==> src/rtl/mult_share_if.sv <==
// Request/response bundle between datapath requesters and mult_share_ctrl.
// The master side presents operands and consumes results; the slave side is the controller.
interface mult_share_if #(
   parameter int NREQ = 4,
   parameter int ID_W = 2
);
   logic [NREQ-1:0]   req_valid;
   logic [8*NREQ-1:0] req_a;
   logic [8*NREQ-1:0] req_b;
   logic [NREQ-1:0]   req_ready;
   logic              rsp_valid;
   logic              rsp_ready;
   logic [ID_W-1:0]   rsp_id;
   logic [15:0]       rsp_prod;

   modport master (
      output req_valid, req_a, req_b, rsp_ready,
      input  req_ready, rsp_valid, rsp_id, rsp_prod
   );

   modport slave (
      input  req_valid, req_a, req_b, rsp_ready,
      output req_ready, rsp_valid, rsp_id, rsp_prod
   );
endinterface

==> src/rtl/mult_share_ctrl.sv <==
// Time-shares one external combinational 8x8 multiplier among NREQ requesters with
// round-robin arbitration and an id-tagged valid/ready response channel.
module mult_share_ctrl #(
   parameter int NREQ  = 4,
   parameter int ID_W  = 2,
   parameter int CNT_W = 16
) (
   input  logic             clk,
   input  logic             rst,
   mult_share_if.slave      bus,
   output logic [7:0]       mul_a,
   output logic [7:0]       mul_b,
   input  logic [15:0]      mul_prod,
   output logic             busy,
   output logic [CNT_W-1:0] op_count
);

   typedef enum logic [1:0] {
      IDLE = 2'd0,
      MUL  = 2'd1,
      RESP = 2'd2
   } state_t;

   state_t            state, state_nxt;
   logic [ID_W-1:0]   rr_ptr;
   logic [ID_W-1:0]   id_reg;
   logic [ID_W-1:0]   grant_id;
   logic [ID_W-1:0]   rr_ptr_nxt;
   logic [NREQ-1:0]   hi_mask;
   logic [NREQ-1:0]   masked_valid;
   logic [NREQ-1:0]   grant_onehot;
   logic [7:0]        sel_a;
   logic [7:0]        sel_b;
   logic              any_valid;
   logic              accept;
   logic              complete;

   if (NREQ < 2 || NREQ > 8) begin : g_bad_nreq
      $error("mult_share_ctrl: NREQ must be in 2..8");
   end
   if (ID_W != $clog2(NREQ)) begin : g_bad_id_w
      $error("mult_share_ctrl: ID_W must equal clog2(NREQ)");
   end

   function automatic logic [ID_W-1:0] lowest_set(input logic [NREQ-1:0] v);
      logic [ID_W-1:0] r;
      r = '0;
      for (int i = NREQ - 1; i >= 0; i--) begin
         if (v[i]) r = ID_W'(i);
      end
      return r;
   endfunction

   // Search from rr_ptr upward first; fall back to the lowest index when nothing sits above it.
   assign hi_mask      = ~((NREQ'(1) << rr_ptr) - NREQ'(1));
   assign masked_valid = bus.req_valid & hi_mask;
   assign any_valid    = |bus.req_valid;
   assign grant_id     = (|masked_valid) ? lowest_set(masked_valid) : lowest_set(bus.req_valid);
   assign grant_onehot = NREQ'(1) << grant_id;
   assign rr_ptr_nxt   = (id_reg == ID_W'(NREQ - 1)) ? '0 : id_reg + 1'b1;

   always_comb begin
      sel_a = '0;
      sel_b = '0;
      for (int i = 0; i < NREQ; i++) begin
         if (grant_id == ID_W'(i)) begin
            sel_a = bus.req_a[8*i +: 8];
            sel_b = bus.req_b[8*i +: 8];
         end
      end
   end

   always_ff @(posedge clk or posedge rst) begin
      if (rst) begin
         state <= IDLE;
      end else begin
         state <= state_nxt;
      end
   end

   always_comb begin
      // NOTE: every signal written here gets a default first so no branch can infer a latch.
      state_nxt     = state;
      accept        = 1'b0;
      complete      = 1'b0;
      bus.req_ready = '0;
      unique case (state)
         IDLE: begin
            if (any_valid && !rst) begin
               bus.req_ready = grant_onehot;
               accept        = 1'b1;
               state_nxt     = MUL;
            end
         end
         MUL: begin
            state_nxt = RESP;
         end
         RESP: begin
            if (bus.rsp_ready) begin
               complete  = 1'b1;
               state_nxt = IDLE;
            end
         end
         default: begin
            state_nxt = IDLE;
         end
      endcase
   end

   assign busy = (state != IDLE);

   always_ff @(posedge clk or posedge rst) begin
      if (rst) begin
         mul_a        <= '0;
         mul_b        <= '0;
         id_reg       <= '0;
         rr_ptr       <= '0;
         bus.rsp_valid <= 1'b0;
         bus.rsp_id    <= '0;
         bus.rsp_prod  <= '0;
         op_count     <= '0;
      end else begin
         // NOTE: non-blocking assignments make every register here update together at the edge.
         if (accept) begin
            mul_a  <= sel_a;
            mul_b  <= sel_b;
            id_reg <= grant_id;
         end
         if (state == MUL) begin
            bus.rsp_prod  <= mul_prod;
            bus.rsp_id    <= id_reg;
            bus.rsp_valid <= 1'b1;
         end
         if (complete) begin
            bus.rsp_valid <= 1'b0;
            rr_ptr        <= rr_ptr_nxt;
            if (op_count != '1) op_count <= op_count + 1'b1;
         end
      end
   end

   a_ready_onehot: assert property (@(posedge clk) disable iff (rst)
      $onehot0(bus.req_ready));

   a_ready_idle_only: assert property (@(posedge clk) disable iff (rst)
      (bus.req_ready != '0) |-> (state == IDLE));

   a_rsp_hold: assert property (@(posedge clk) disable iff (rst)
      (bus.rsp_valid && !bus.rsp_ready) |=>
         (bus.rsp_valid && $stable(bus.rsp_id) && $stable(bus.rsp_prod)));

endmodule

==> src/flat_wrapper.sv <==
// flat-port wrapper written by rule: the top's interface ports become plain ports
module mult_share_ctrl_flat 
#(
   parameter int NREQ  = 4,
   parameter int ID_W  = 2,
   parameter int CNT_W = 16
)
  (clk, rst, mul_a, mul_b, mul_prod, busy, op_count, bus_req_valid, bus_req_a, bus_req_b, bus_rsp_ready, bus_req_ready, bus_rsp_valid, bus_rsp_id, bus_rsp_prod);
  mult_share_if #(.NREQ(NREQ), .ID_W(ID_W)) bus_i ();
  input  logic clk;
  input  logic rst;
  output logic [7:0] mul_a;
  output logic [7:0] mul_b;
  input  logic [15:0] mul_prod;
  output logic busy;
  output logic [CNT_W-1:0] op_count;
  input wire logic [$bits(bus_i.req_valid)-1:0] bus_req_valid;
  input wire logic [$bits(bus_i.req_a)-1:0] bus_req_a;
  input wire logic [$bits(bus_i.req_b)-1:0] bus_req_b;
  input wire logic [$bits(bus_i.rsp_ready)-1:0] bus_rsp_ready;
  output wire logic [$bits(bus_i.req_ready)-1:0] bus_req_ready;
  output wire logic [$bits(bus_i.rsp_valid)-1:0] bus_rsp_valid;
  output wire logic [$bits(bus_i.rsp_id)-1:0] bus_rsp_id;
  output wire logic [$bits(bus_i.rsp_prod)-1:0] bus_rsp_prod;
  assign bus_i.req_valid = bus_req_valid;
  assign bus_i.req_a = bus_req_a;
  assign bus_i.req_b = bus_req_b;
  assign bus_i.rsp_ready = bus_rsp_ready;
  assign bus_req_ready = bus_i.req_ready;
  assign bus_rsp_valid = bus_i.rsp_valid;
  assign bus_rsp_id = bus_i.rsp_id;
  assign bus_rsp_prod = bus_i.rsp_prod;
  mult_share_ctrl #(.NREQ(NREQ), .ID_W(ID_W), .CNT_W(CNT_W)) u_core (.clk(clk), .rst(rst), .bus(bus_i), .mul_a(mul_a), .mul_b(mul_b), .mul_prod(mul_prod), .busy(busy), .op_count(op_count));
endmodule
==> config.mk <==
export PLATFORM = sky130hd
export DESIGN_NAME = mult_share_ctrl_flat
export DESIGN_NICKNAME = d
export VERILOG_FILES = /design/src/rtl/mult_share_if.sv /design/src/rtl/mult_share_ctrl.sv /design/src/flat_wrapper.sv
export SDC_FILE = /design/constraint.sdc
export NUM_CORES = 1
export LEC_CHECK = 0
export CAP_MARGIN = 20
export CORE_UTILIZATION = 36
export CTS_CLUSTER_DIAMETER = 100
export DETAILED_ROUTE_END_ITERATION = 12
export PLACE_DENSITY = 0.72
export SETUP_SLACK_MARGIN = 0.02
export SYNTH_ARGS = -nofsm -noshare
export SYNTH_HDL_FRONTEND = slang
export SYNTH_SLANG_ARGS = --single-unit
==> constraint.sdc <==
create_clock -name clk -period 2 [get_ports clk]
set_input_delay 0.2 -clock clk [delete_from_list [all_inputs] [get_ports clk]]
set_output_delay 0.2 -clock clk [all_outputs]
set_load 0.01 [all_outputs]
# == Word-level counts from Yosys, hierarchy flattened ==
# Cells that the tools add are included.
# word_totals
reg_bits,57
output_inout_bits,56
inputBits,87
word_cells,64
# op_classes
shifts,2
bitwise,2
reduce_logical,10
eq_ne,9
addsub,3
n_mux,29
# op_table
op,count
8-bit two-way mux,8
2-bit two-way mux,12
16-bit by 1-bit adder with 16-bit output (second input constant),1
16-bit inequality test (second input constant),1
2-bit == test (second input constant),4
4-bit two-way mux,2
4-bit OR reduction,2
1-bit by 2-bit left shift with 4-bit output (first input constant),2
1-bit two-way mux,6
2-bit one-hot mux with 3 select lines,1
4-bit AND,1
2-bit by 1-bit == test with 1-bit output (second input constant),2
2-bit logical NOT,2
4-bit inverter,1
2-bit AND reduction,2
2-bit nonzero test,2
4-bit by 2-bit subtractor with 4-bit output (second input constant),1
2-bit by 1-bit adder with 2-bit output (second input constant),1
2-bit by 1-bit inequality test with 1-bit output (second input constant),1
2-bit inequality test (second input constant),1
1-bit logical AND,1
1-bit logical NOT,1

# == Depth between registers and ports, before layout ==
# Gate-level depths: netlist of run 1.
# logic_depth
ltp_word,14
depth_mapped,7
depth_no_buf,6

# == Worst setup path before layout of run 1 ==
# No wires, ideal clock.
# synth_path
path_type,reg2out
from,register u_core.state[0]
to,output bus_req_ready[2]
t_required_ns,1.800
path_slack_ns,0.204
n_path_buf,2
stages_incl_launch_ff,6
t_arrival_ns,1.596
path_cell_list,dfrtp_1 -> or2_1 -> or3_1 -> buf_6 -> buf_2 -> nor3_1
# synth_between
elab_chain_len,2
# synth_rtl
item,line_no,source
"start, declared",mult_share_ctrl.sv:24,"state_t state, state_nxt;"
"start signal, assigned",mult_share_ctrl.sv:77,state <= state_nxt;
2-bit logical NOT,mult_share_ctrl.sv:87,unique case (state)
4-bit two-way mux,mult_share_ctrl.sv:87,
"end, declared",flat_wrapper.sv:21,output wire logic [$bits(bus_i.req_ready)-1:0] bus_req_ready;
# No other way between the ends.

# == Worst setup path after layout of run 1 ==
# layout_path
from,register u_core.state[0]
to,output bus_req_ready[3]
# The elaborated chain is that of the path after synthesis.

==> metrics.txt, run 1 <==
antenna violations before repair=0; yosys warns=0; CP Launch Type=register; Slew Viols, Final=0; Async S/R FF share, synth=100%; Via density=5.16; biggest regs=u_core.bus.rsp_prod: 16 flops, u_core.op_count: 16 flops; final hold violations=0; Netlist cell types=54; wire length of the first global-routing pass=13,700 microns; drt total wl=~8800 microns; post-route cell area=4990 sq um; R2R depth=7; Layout area overhead=67.4%; DR WL/cell=16.0 microns; max cap viols=0; Cell Area, Placed=4730 sq um; Synth area leaders=dfrtp_1, mux2_2, nand3_1; Die X=93.0 microns; drt pass-1 iters=4; CTS Sinks=57; drc violations=0; Net Count, Synth=between 300 and 400; clock slew at reported path FFs=70 ps; Final ANT Viol Nets=0; VDD IR-drop max=855 uV; Die Y=about 93 microns; CP required=1800 ps; NumNets Final=530; WHS=around 280 ps; GR peak layer=met2; Slew @ Worst Pin=530 ps; Post-synth EDFFs=0; Critical Path AT=~1800 ps; Worst Skew=7.18 ps; CP Cell Sequence=or2_4 -> or3_4 -> inv_4 -> nand2_2 -> nor2_2 -> buf_2; slowest CP cell=dfrtp_1; Avg Cell Area, Syn=11.0 sq um; initial DRC count=158; core area=7850 sq um; area share of the largest cell type after synthesis=47.9%; max frequency=506 MHz; Port Buffers=142; Crit. End Element=primary output; IO Count=143; H-tree levels=3; CTS tree=built; Post-Syn Area=2980 sq um; period utilisation layout=98.8%; status=finished, final reports clean; Design Power=~6.2 mW; crit-path max cell delay=390 ps; Hold Crit Class=primary input to async pin; unrepaired setup endpoints after global routing=true; M3 GR Usage=5.37%; Yosys reg bits=57; TritonCTS Buffers=9; clock root cell=clkbuf_8; met2 Usage GRT=34.1%; initial core utilization=38.0%; Antenna Cells=0; vias in the first global route=2,790; register area share after synthesis=47.9%; CTS Buffer Depth=2; Via Count=2,826; critical path class=register to primary output; Post-CTS Setup Inserts=0; row cnt=32; Power Density=1240 nW/um^2; GR Util met1=26.0%; Die ar.=8650 sq um; crit-path max FO=4; Yosys top cell by area=dfrtp_1; GRT Total Usage=20.6%; GRT overflow=0; P_leak=2.15 nW; dpl hpwl=6600 microns; routability cong.=~0.83; min Tclk post-route=1980 ps; Primary FF master, synth=dfrtp_1; Setup Viol. Count Final=0; worst skew pair latency=340 ps; Cells after Synth=271; largest net degree at the start of global routing=23; fraction of layout cells with a size suffix above 1=a little over a fifth; headroom to the max-slew limit=64.6%
[worst max-delay path: cells and delay by family (launching register included)]
family / cells / cell delay [ps]
DFF: 1 / 390
and+or+nand+nor: 4 / 830
buffers and inverters: 2 / 220
[cells by family after synthesis]
kind of cell	share of synthesized area (%)
DFF	47.9
xor gates and xnor gates	4.41
buffers and inverters	3.40
AOI/OAI and AO/OA	15.2
and+or+nand+nor	17.7
adders and majority gates	0.839
muxes	10.7
[placed cells by master (no fill, tap or decap), types with 4 or more instances in the layout]
cell type	synthesis	layout
nand3_1	31	31
o221ai_1	4	4
mux2_2	18	18
and3_1	13	13
buf_12	0	4
mux2i_1	10	9
xnor2_1	9	9
xor2_1	6	6
nor2_2	2	4
buf_4	2	28
o21ai_1	11	11
clkbuf_8	0	11
and4_4	4	4
a21boi_0	11	11
clkdlybuf4s50_1	0	138
nand2_1	18	18
a32oi_1	11	11
dfrtp_1	57	57
buf_2	3	4
[synthesized netlist by cell type, types with 2 or more instances]
library cell and number:
dfrtp_1 57, nand3_1 31, mux2_2 18, nand2_1 18, and3_1 13, a21boi_0 11
a32oi_1 11, o21ai_1 11, mux2i_1 10, xnor2_1 9, clkbuf_1 6, xor2_1 6
nor2_1 5, and4_4 4, o221ai_1 4, buf_2 3, buf_6 3, nand2b_1 3
nor3_1 3, o21ai_0 3, a21o_1 2, buf_4 2, ha_1 2, inv_1 2
nor2_2 2, nor2b_1 2, nor3b_1 2, nor4_1 2
[path summary, 6_finish.rpt]
path / startpoint / slack, ps / to
setup / recovery: u_core.state[0] / 20 / bus_req_ready[3]
hold / removal: rst / 280 / u_core.mul_b[5]
setup reg to reg: u_core.state[0] / 150 / u_core.mul_a[2]
hold reg to reg: u_core.mul_a[0] / 490 / u_core.mul_a[0]
max in group asynchronous: rst / 1230 / u_core.bus.rsp_prod[15]
min in group clk: bus_req_b[19] / 440 / u_core.mul_b[3]
[layer usage]
layer	up-vias	wire, microns
met5	-	0
met4	0	166
met3	12	523
met2	95	4480
met1	1373	3610
li1	1346	-
[per-stage QoR]
step / setup TNS, ps / util (%) / worst slack [ps] / instances
2_1_floorplan: 0 / - / 204 / 271
3_3_place_gp: -1730 / 60.3 / -306 / 532
3_5_place_dp: -2020 / 60.3 / -296 / 532
4_1_cts: 0 / 63.4 / 6.19 / 548
5_1_grt: -110 / 63.6 / -43.8 / 548
6_report: 0 / 63.6 / 24.3 / 548
[timing repair]
action                     in CTS  in global routing
resized for setup              19                  4
hold buffers                    0                  0
pin swaps                       1                  0
setup endpoints to repair       4                  3
[power breakdown]
| part | internal, mW | switching, mW |
|---|---|---|
| logic | 1.69 | 1.24 |
| clock network | 0.899 | 0.471 |
| registers | 1.60 | 0.300 |
[area by class of cell]
class,instances,area [sq um]
clock inverters,4,98.8
clock buffers,12,155
flip-flops and latches,57,1430
multi-input cells,196,1480
fillers,665,2860
inverters,3,13.8
repair buffers,174,1690
well taps,102,128
Power figures use the tool's default switching activity.
==> inputs of run 2 (changes only) <==
--- a/config.mk
+++ b/config.mk
@@ -9,7 +9,7 @@
 export CORE_UTILIZATION = 36
 export CTS_CLUSTER_DIAMETER = 100
 export DETAILED_ROUTE_END_ITERATION = 12
-export PLACE_DENSITY = 0.72
+export PLACE_DENSITY = 0.83
 export SETUP_SLACK_MARGIN = 0.02
 export SYNTH_ARGS = -nofsm -noshare
 export SYNTH_HDL_FRONTEND = slang
==> metrics.txt, run 2 (synthesis gave the netlist of run 1 again) <==
failing checks=negative setup slack; Die Y=93.0 microns (unchanged); commonest non-fill, non-tap cells in the layout=clkdlybuf4s50_1, dfrtp_1, buf_4; Slew @ Worst Pin=478 ps (-51.4 ps); unrepaired setup endpoints after global routing=true; Fin Setup TNS=-19.7 ps (-19.7 ps); max frequency=495 MHz (-2.2%); status=finished with violations; CTS Hold Bufs=0 (unchanged); CP required=1800 ps (about the same); Via density=5.20 (+0.79%); clock root cell=clkbuf_8; worst skew pair latency=340 ps (about the same); critical path class=register to primary output; min Tclk post-route=2020 ps (+44.0 ps); non-filler instance count after layout=551 (+0.55%); Power Density=1210 nW/um^2 (-2.8%); Filler Cell Count=684 (+2.9%); biggest regs=u_core.bus.rsp_prod: 16 flops, u_core.op_count: 16 flops; Die X=93.0 microns (unchanged); initial DRC count=87 (-45%); multi-input logic area=1470 sq um (-0.42%); headroom to the max-slew limit=68.1% (+3.4 points); TritonCTS Buffers=9 (unchanged); most common cell after layout, fill and taps aside=clkdlybuf4s50_1; dpl hpwl=6850 microns (+3.8%); Crit. End Element=primary output; post-route cell area=4940 sq um (-0.95%); CTS tree=built; period utilisation layout=101% (+2.2 points); DR WL/cell=16.4 microns (+2.3%); CTS Buffer Depth=2 (unchanged); DP Cell Count=533 (+0.19%); fraction of layout cells with a size suffix above 1=21.8% (+0.30 points); GRT overflow=0 (unchanged); final hold violations=0 (unchanged); IO Count=143 (unchanged); Critical Path AT=1820 ps (+40 ps); Final WS setup=-19.7 ps (-44.0 ps); crit-path max FO=4 (unchanged); Setup Viol. Count Final=1 (+1); initial core utilization=38.0% (unchanged); CTS Sinks=57 (unchanged); core area=7850 sq um (unchanged); Via Count=2,864 (+1.3%); max cap viols=0 (unchanged); wire length of the first global-routing pass=14,400 microns (+5.1%); CP Launch Type=register; R2R Setup Slk=100 ps (-50 ps); Slew Viols, Final=0 (unchanged); drc violations=0 (unchanged); Layout area overhead=65.8%; drt pass-1 iters=4 (unchanged); drt total wl=9030 microns (+2.9%); Sequential cell area=1430 sq um (unchanged); vias in the first global route=3,033 (+8.7%); Hold Crit Class=primary input to async pin; largest net degree at the start of global routing=41 (+78%); Port Buffers=142 (unchanged); GRT Total Usage=21.5% (+0.87 points); Die ar.=8650 sq um (unchanged); antenna violations before repair=0 (unchanged); Setup WS pre-CTS=-283 ps (+13.2 ps); routability cong.=0.804 (-3.5%); row cnt=32 (unchanged); Final ANT Viol Nets=0 (unchanged); P_leak=2.12 nW (-1.1%); Cell Area, Placed=4730 sq um (-0.11%); clock slew at reported path FFs=80 ps (about the same); Worst Skew=11.2 ps (+3.98 ps); NumNets Final=533 (+0.57%); H-tree levels=3 (unchanged); VDD IR-drop max=753 uV (-12%); Antenna Cells=0 (unchanged)
run 2: cell types whose count changed in the layout (fill, tap and decap cells not counted):
cell,previous run,this run
buf_4,28,32
clkinvlp_4,0,3
bufinv_16,3,1
clkbuf_8,11,9
inv_6,0,2
buf_12,4,3
clkbuf_1,1,0
mux2i_1,9,10
mux2i_2,1,0
nor2_1,3,4
nor2_2,4,3
run 2: layout make-up:
cell class | instances | share of cell area [%]
clock buffers | 9 | 2.51
repair buffers | 177 | 34.4
multi-input cells | 196 | 29.7
well taps | 102 | 2.58
flip-flops and latches | 57 | 28.9
clock inverters | 7 | 1.59
inverters | 3 | 0.278
run 2: per-layer routing:
metal  up-vias  wire (microns)  global-route usage [%]
met5         -               0                       0
met4         0             113                    8.08
met3         9             522                    4.07
met2        96            4780                    38.1
met1      1407            3620                    25.6
li1       1352               -                       -
run 2: worst paths after layout:
check / start / to / cells past startpoint
min in group clk: bus_req_b[23] / u_core.mul_b[7] / 3
setup / recovery: u_core.state[0] / bus_req_ready[0] / 6
max in group asynchronous: rst / u_core.bus.rsp_prod[13] / 4
hold / removal: rst / u_core.mul_b[6] / 3
setup reg to reg: u_core.state[0] / u_core.mul_a[5] / 7
hold reg to reg: u_core.mul_a[7] / u_core.mul_a[7] / 2
run 2: metrics by stage:
step                total power [mW]  util, %  hold WS (ps)
floorplan                       3.28        -           352
global placement                4.75     60.2           469
detailed placement              4.86     60.2           481
CTS                             6.01     62.8           333
global route                    6.33     63.0           377
finish                          5.97     63.0           351
run 2: power by group:
part	switching, mW	leakage [nW]	internal (mW)
Sequential	0.311	0.715	1.60
Clock	0.512	0.0925	0.585
Combinational	1.26	1.32	1.70
Total	2.08	2.12	3.89
run 2: timing repair:
item,4_1_cts,5_1_grt
gates cloned,0,0
setup buffers,1,1
setup endpoints to repair,4,3
gates resized for setup,19,2
pin swaps,0,1
run 2: worst max-delay path, cell delays in order (launching register included):
cell     delay [ps]
dfrtp_1         390
or2_4           270
or3_4           370
inv_4            80
o21ai_1          90
nor2_1          140
buf_2           160
==> RTL edit, RTL diff (config.mk and constraints of run 1) <==
`CNT_W` is set to 16 in 2 places; all go to 32.
--- a/src/rtl/mult_share_ctrl.sv
+++ b/src/rtl/mult_share_ctrl.sv
@@ -3,7 +3,7 @@
 module mult_share_ctrl #(
    parameter int NREQ  = 4,
    parameter int ID_W  = 2,
-   parameter int CNT_W = 16
+   parameter int CNT_W = 32
 ) (
    input  logic             clk,
    input  logic             rst,
--- a/src/flat_wrapper.sv
+++ b/src/flat_wrapper.sv
@@ -3,7 +3,7 @@
 #(
    parameter int NREQ  = 4,
    parameter int ID_W  = 2,
-   parameter int CNT_W = 16
+   parameter int CNT_W = 32
 )
   (clk, rst, mul_a, mul_b, mul_prod, busy, op_count, bus_req_valid, bus_req_a, bus_req_b, bus_rsp_ready, bus_req_ready, bus_rsp_valid, bus_rsp_id, bus_rsp_prod);
   mult_share_if #(.NREQ(NREQ), .ID_W(ID_W)) bus_i ();
Interface: changed (resized op_count); port bits go from 143 to 159. No check against the original RTL was run, so the function may have changed too.
==> RTL edit against run 1 <==
- maximum frequency up 0.77%
- setup slack better by 15 ps
- design area up 20%
- routed wire length up 15%
- hold slack lost 57 ps
- power shrank 0.22%
- area after synthesis up 23%
- sequential cell count is 16 higher
- critical path type unchanged
- largest cell class unchanged
- highest routed layer unchanged
==> RTL edit: results (changes against run 1) <==
| Metric | Value |
|---|---|
| Outcome | completed (unchanged) |
| P_seq | 2.22 mW (was 1.90 mW) |
| Clock Latency Late Sink | 350 ps |
| NumNets Final | 608 (was 530) |
| FILL cells | 872 (was 665) |
| CP Launch Point | u_core.rr_ptr[1] (was u_core.state[0]) |
| Sw Pwr | 2.05 mW (was 2.01 mW) |
| Reg-to-reg endpoint | u_core.mul_a[5] (was u_core.mul_a[2]) |
| Clk_skew | 8.58 ps (was 7.18 ps) |
| Most instantiated cells after synthesis | 73 x dfrtp_1, 33 x mux2i_1, 31 x nand2_1 (was 57 x dfrtp_1, 31 x nand3_1, 18 x mux2_2, 18 x nand2_1, 13 x and3_1) |
| R2R setup slack | 70 ps (was 150 ps) |
| Combinational power | 2.94 mW (was 2.93 mW) |
| Routed WL | 10100 um (was 8780 um) |
| Critical path arrival | 1760 ps (was 1780 ps) |
| Worst vdd ir | 0.000647 V (was 0.000855 V) |
| Syn. warnings | 0 (unchanged) |
| Power Clock | 1.03 mW (was 1.37 mW) |
| Synth async-reset ratio | 100% (unchanged) |
| Initial antenna violation count | 0 (unchanged) |
| Diodes inserted | 0 (unchanged) |
| Post-Synth Adder-Cell Area | 0.683% (was 0.840%) |
| Post-DP HPWL | 7790 um (was 6600 um) |
| Post-synthesis sequential area ratio | 49.8% (was 47.9%) |
| First-pass GRT wire length | 15600 um (was 13700 um) |
| Number of clock buffers inserted by TritonCTS | 9 (unchanged) |
| Initial DRT Pass Iterations | 4 (unchanged) |
| # placed instances | 634 (was 532) |
| Ranking of synthesized cells by area | dfrtp_1 50%, mux2i_1 9.0%, mux2_2 6.1% (was dfrtp_1 48%, mux2_2 6.8%, nand3_1 5.2%) |
| Max FO, Critical Path | 7 (was 4) |
| Initial DRC count | 82 (was 158) |
| Worst-Margin Slew | 390 ps (was 530 ps) |
| Number of global-route vias before repair | 3184 (was 2790) |
| Yosys cell types | 55 (was 54) |
| RePlAce Congestion | 0.793 (was 0.833) |
| Vias | 3278 (was 2826) |
| Port buffer count | 158 (was 142) |
| Largest regs | u_core.op_count: 32 flops, u_core.bus.rsp_prod: 16 flops (was u_core.bus.rsp_prod: 16 flops, u_core.op_count: 16 flops) |
| Mapped Cells | 314 (was 271) |
| Pin count of the biggest net entering global routing | 27 (was 23) |
| Post-synthesis compound-gate area fraction | 8.05% (was 15.2%) |
| Layout cell share with drive strength beyond 1 | 24.0% (was 21.5%) |
| Post-route setup slack | 39.3 ps (was 24.3 ps) |
| Min-Delay Path Class | input port to async pin (unchanged) |
| Post-Layout Cell Count | 657 (was 548) |
| Syn nets | 403 (was 360) |
| Mux contribution to synthesized area | 15.2% (was 10.7%) |
| Critical path endpoint | bus_req_ready[3] (unchanged) |
| Reg2Reg Depth | 7 (unchanged) |
| Post-Synth XOR/XNOR Area | 6.93% (was 4.41%) |
| Pleak | 2.67 nW (was 2.15 nW) |
| Worst slack, placed | -399 ps (was -296 ps) |
| GR Util All Layers | 19.4% (was 20.6%) |
[RTL edit: cell count changes in the layout (fill, tap and decap cells not counted), sizes merged, moves of 7 or more]
| cell | change |
|---|---|
| nand3 | -19 |
| a21boi | -11 |
| nand4 | +7 |
| nor2 | +8 |
| o21ai | -11 |
| buf | +16 |
| dfrtp | +16 |
| and3 | -9 |
| mux2i | +23 |
| nand2 | +13 |
| xnor2 | +9 |
| o221ai | +12 |
| a32oi | -11 |
| clkdlybuf4s50 | +15 |
[RTL edit: critical path: stages (launching register included)]
cell      delay (ps)
dfrtp_2          450
buf_4            150
mux2i_1          140
a211oi_4         310
inv_2            100
nor2_2           120
buf_2            130
[RTL edit: area by class of cell]
type / instances / area, um^2 / area share (%)
clock inverter: 4 / 28.8 / 0.479
timing repair buffer: 206 / 1970 / 32.8
sequential: 73 / 1830 / 30.5
tap: 133 / 166 / 2.77
clock buffer: 12 / 145 / 2.42
multi-input combinational: 221 / 1830 / 30.4
inverter: 8 / 36.3 / 0.604
[RTL edit: metal layers]
layer  vias to the layer above  GRT usage (%)  wire length [um]
li1                       1556              -                 -
met1                      1608           23.6              4270
met2                       103           33.2              5230
met3                        11           6.03               530
met4                         0           5.42               101
met5                         -              0                 0
[RTL edit: repair_timing]
action                                  CTS  global route
endpoints found under the setup margin    6            23
hold endpoints to repair                  0             0
pin swaps                                 5             6
setup buffers                             2             5
gates resized for setup                  27            21
[RTL edit: stage by stage]
stage	area [um^2]	utilization (%)	TNS [ps]	hold slack, ps
floorplan	3670	-	0	352
global placement	5690	58.0	-3050	473
detailed placement	5690	58.0	-3870	477
CTS	5900	60.1	-24.8	219
global route	6010	61.2	-151	248
finish	6010	61.2	0	221
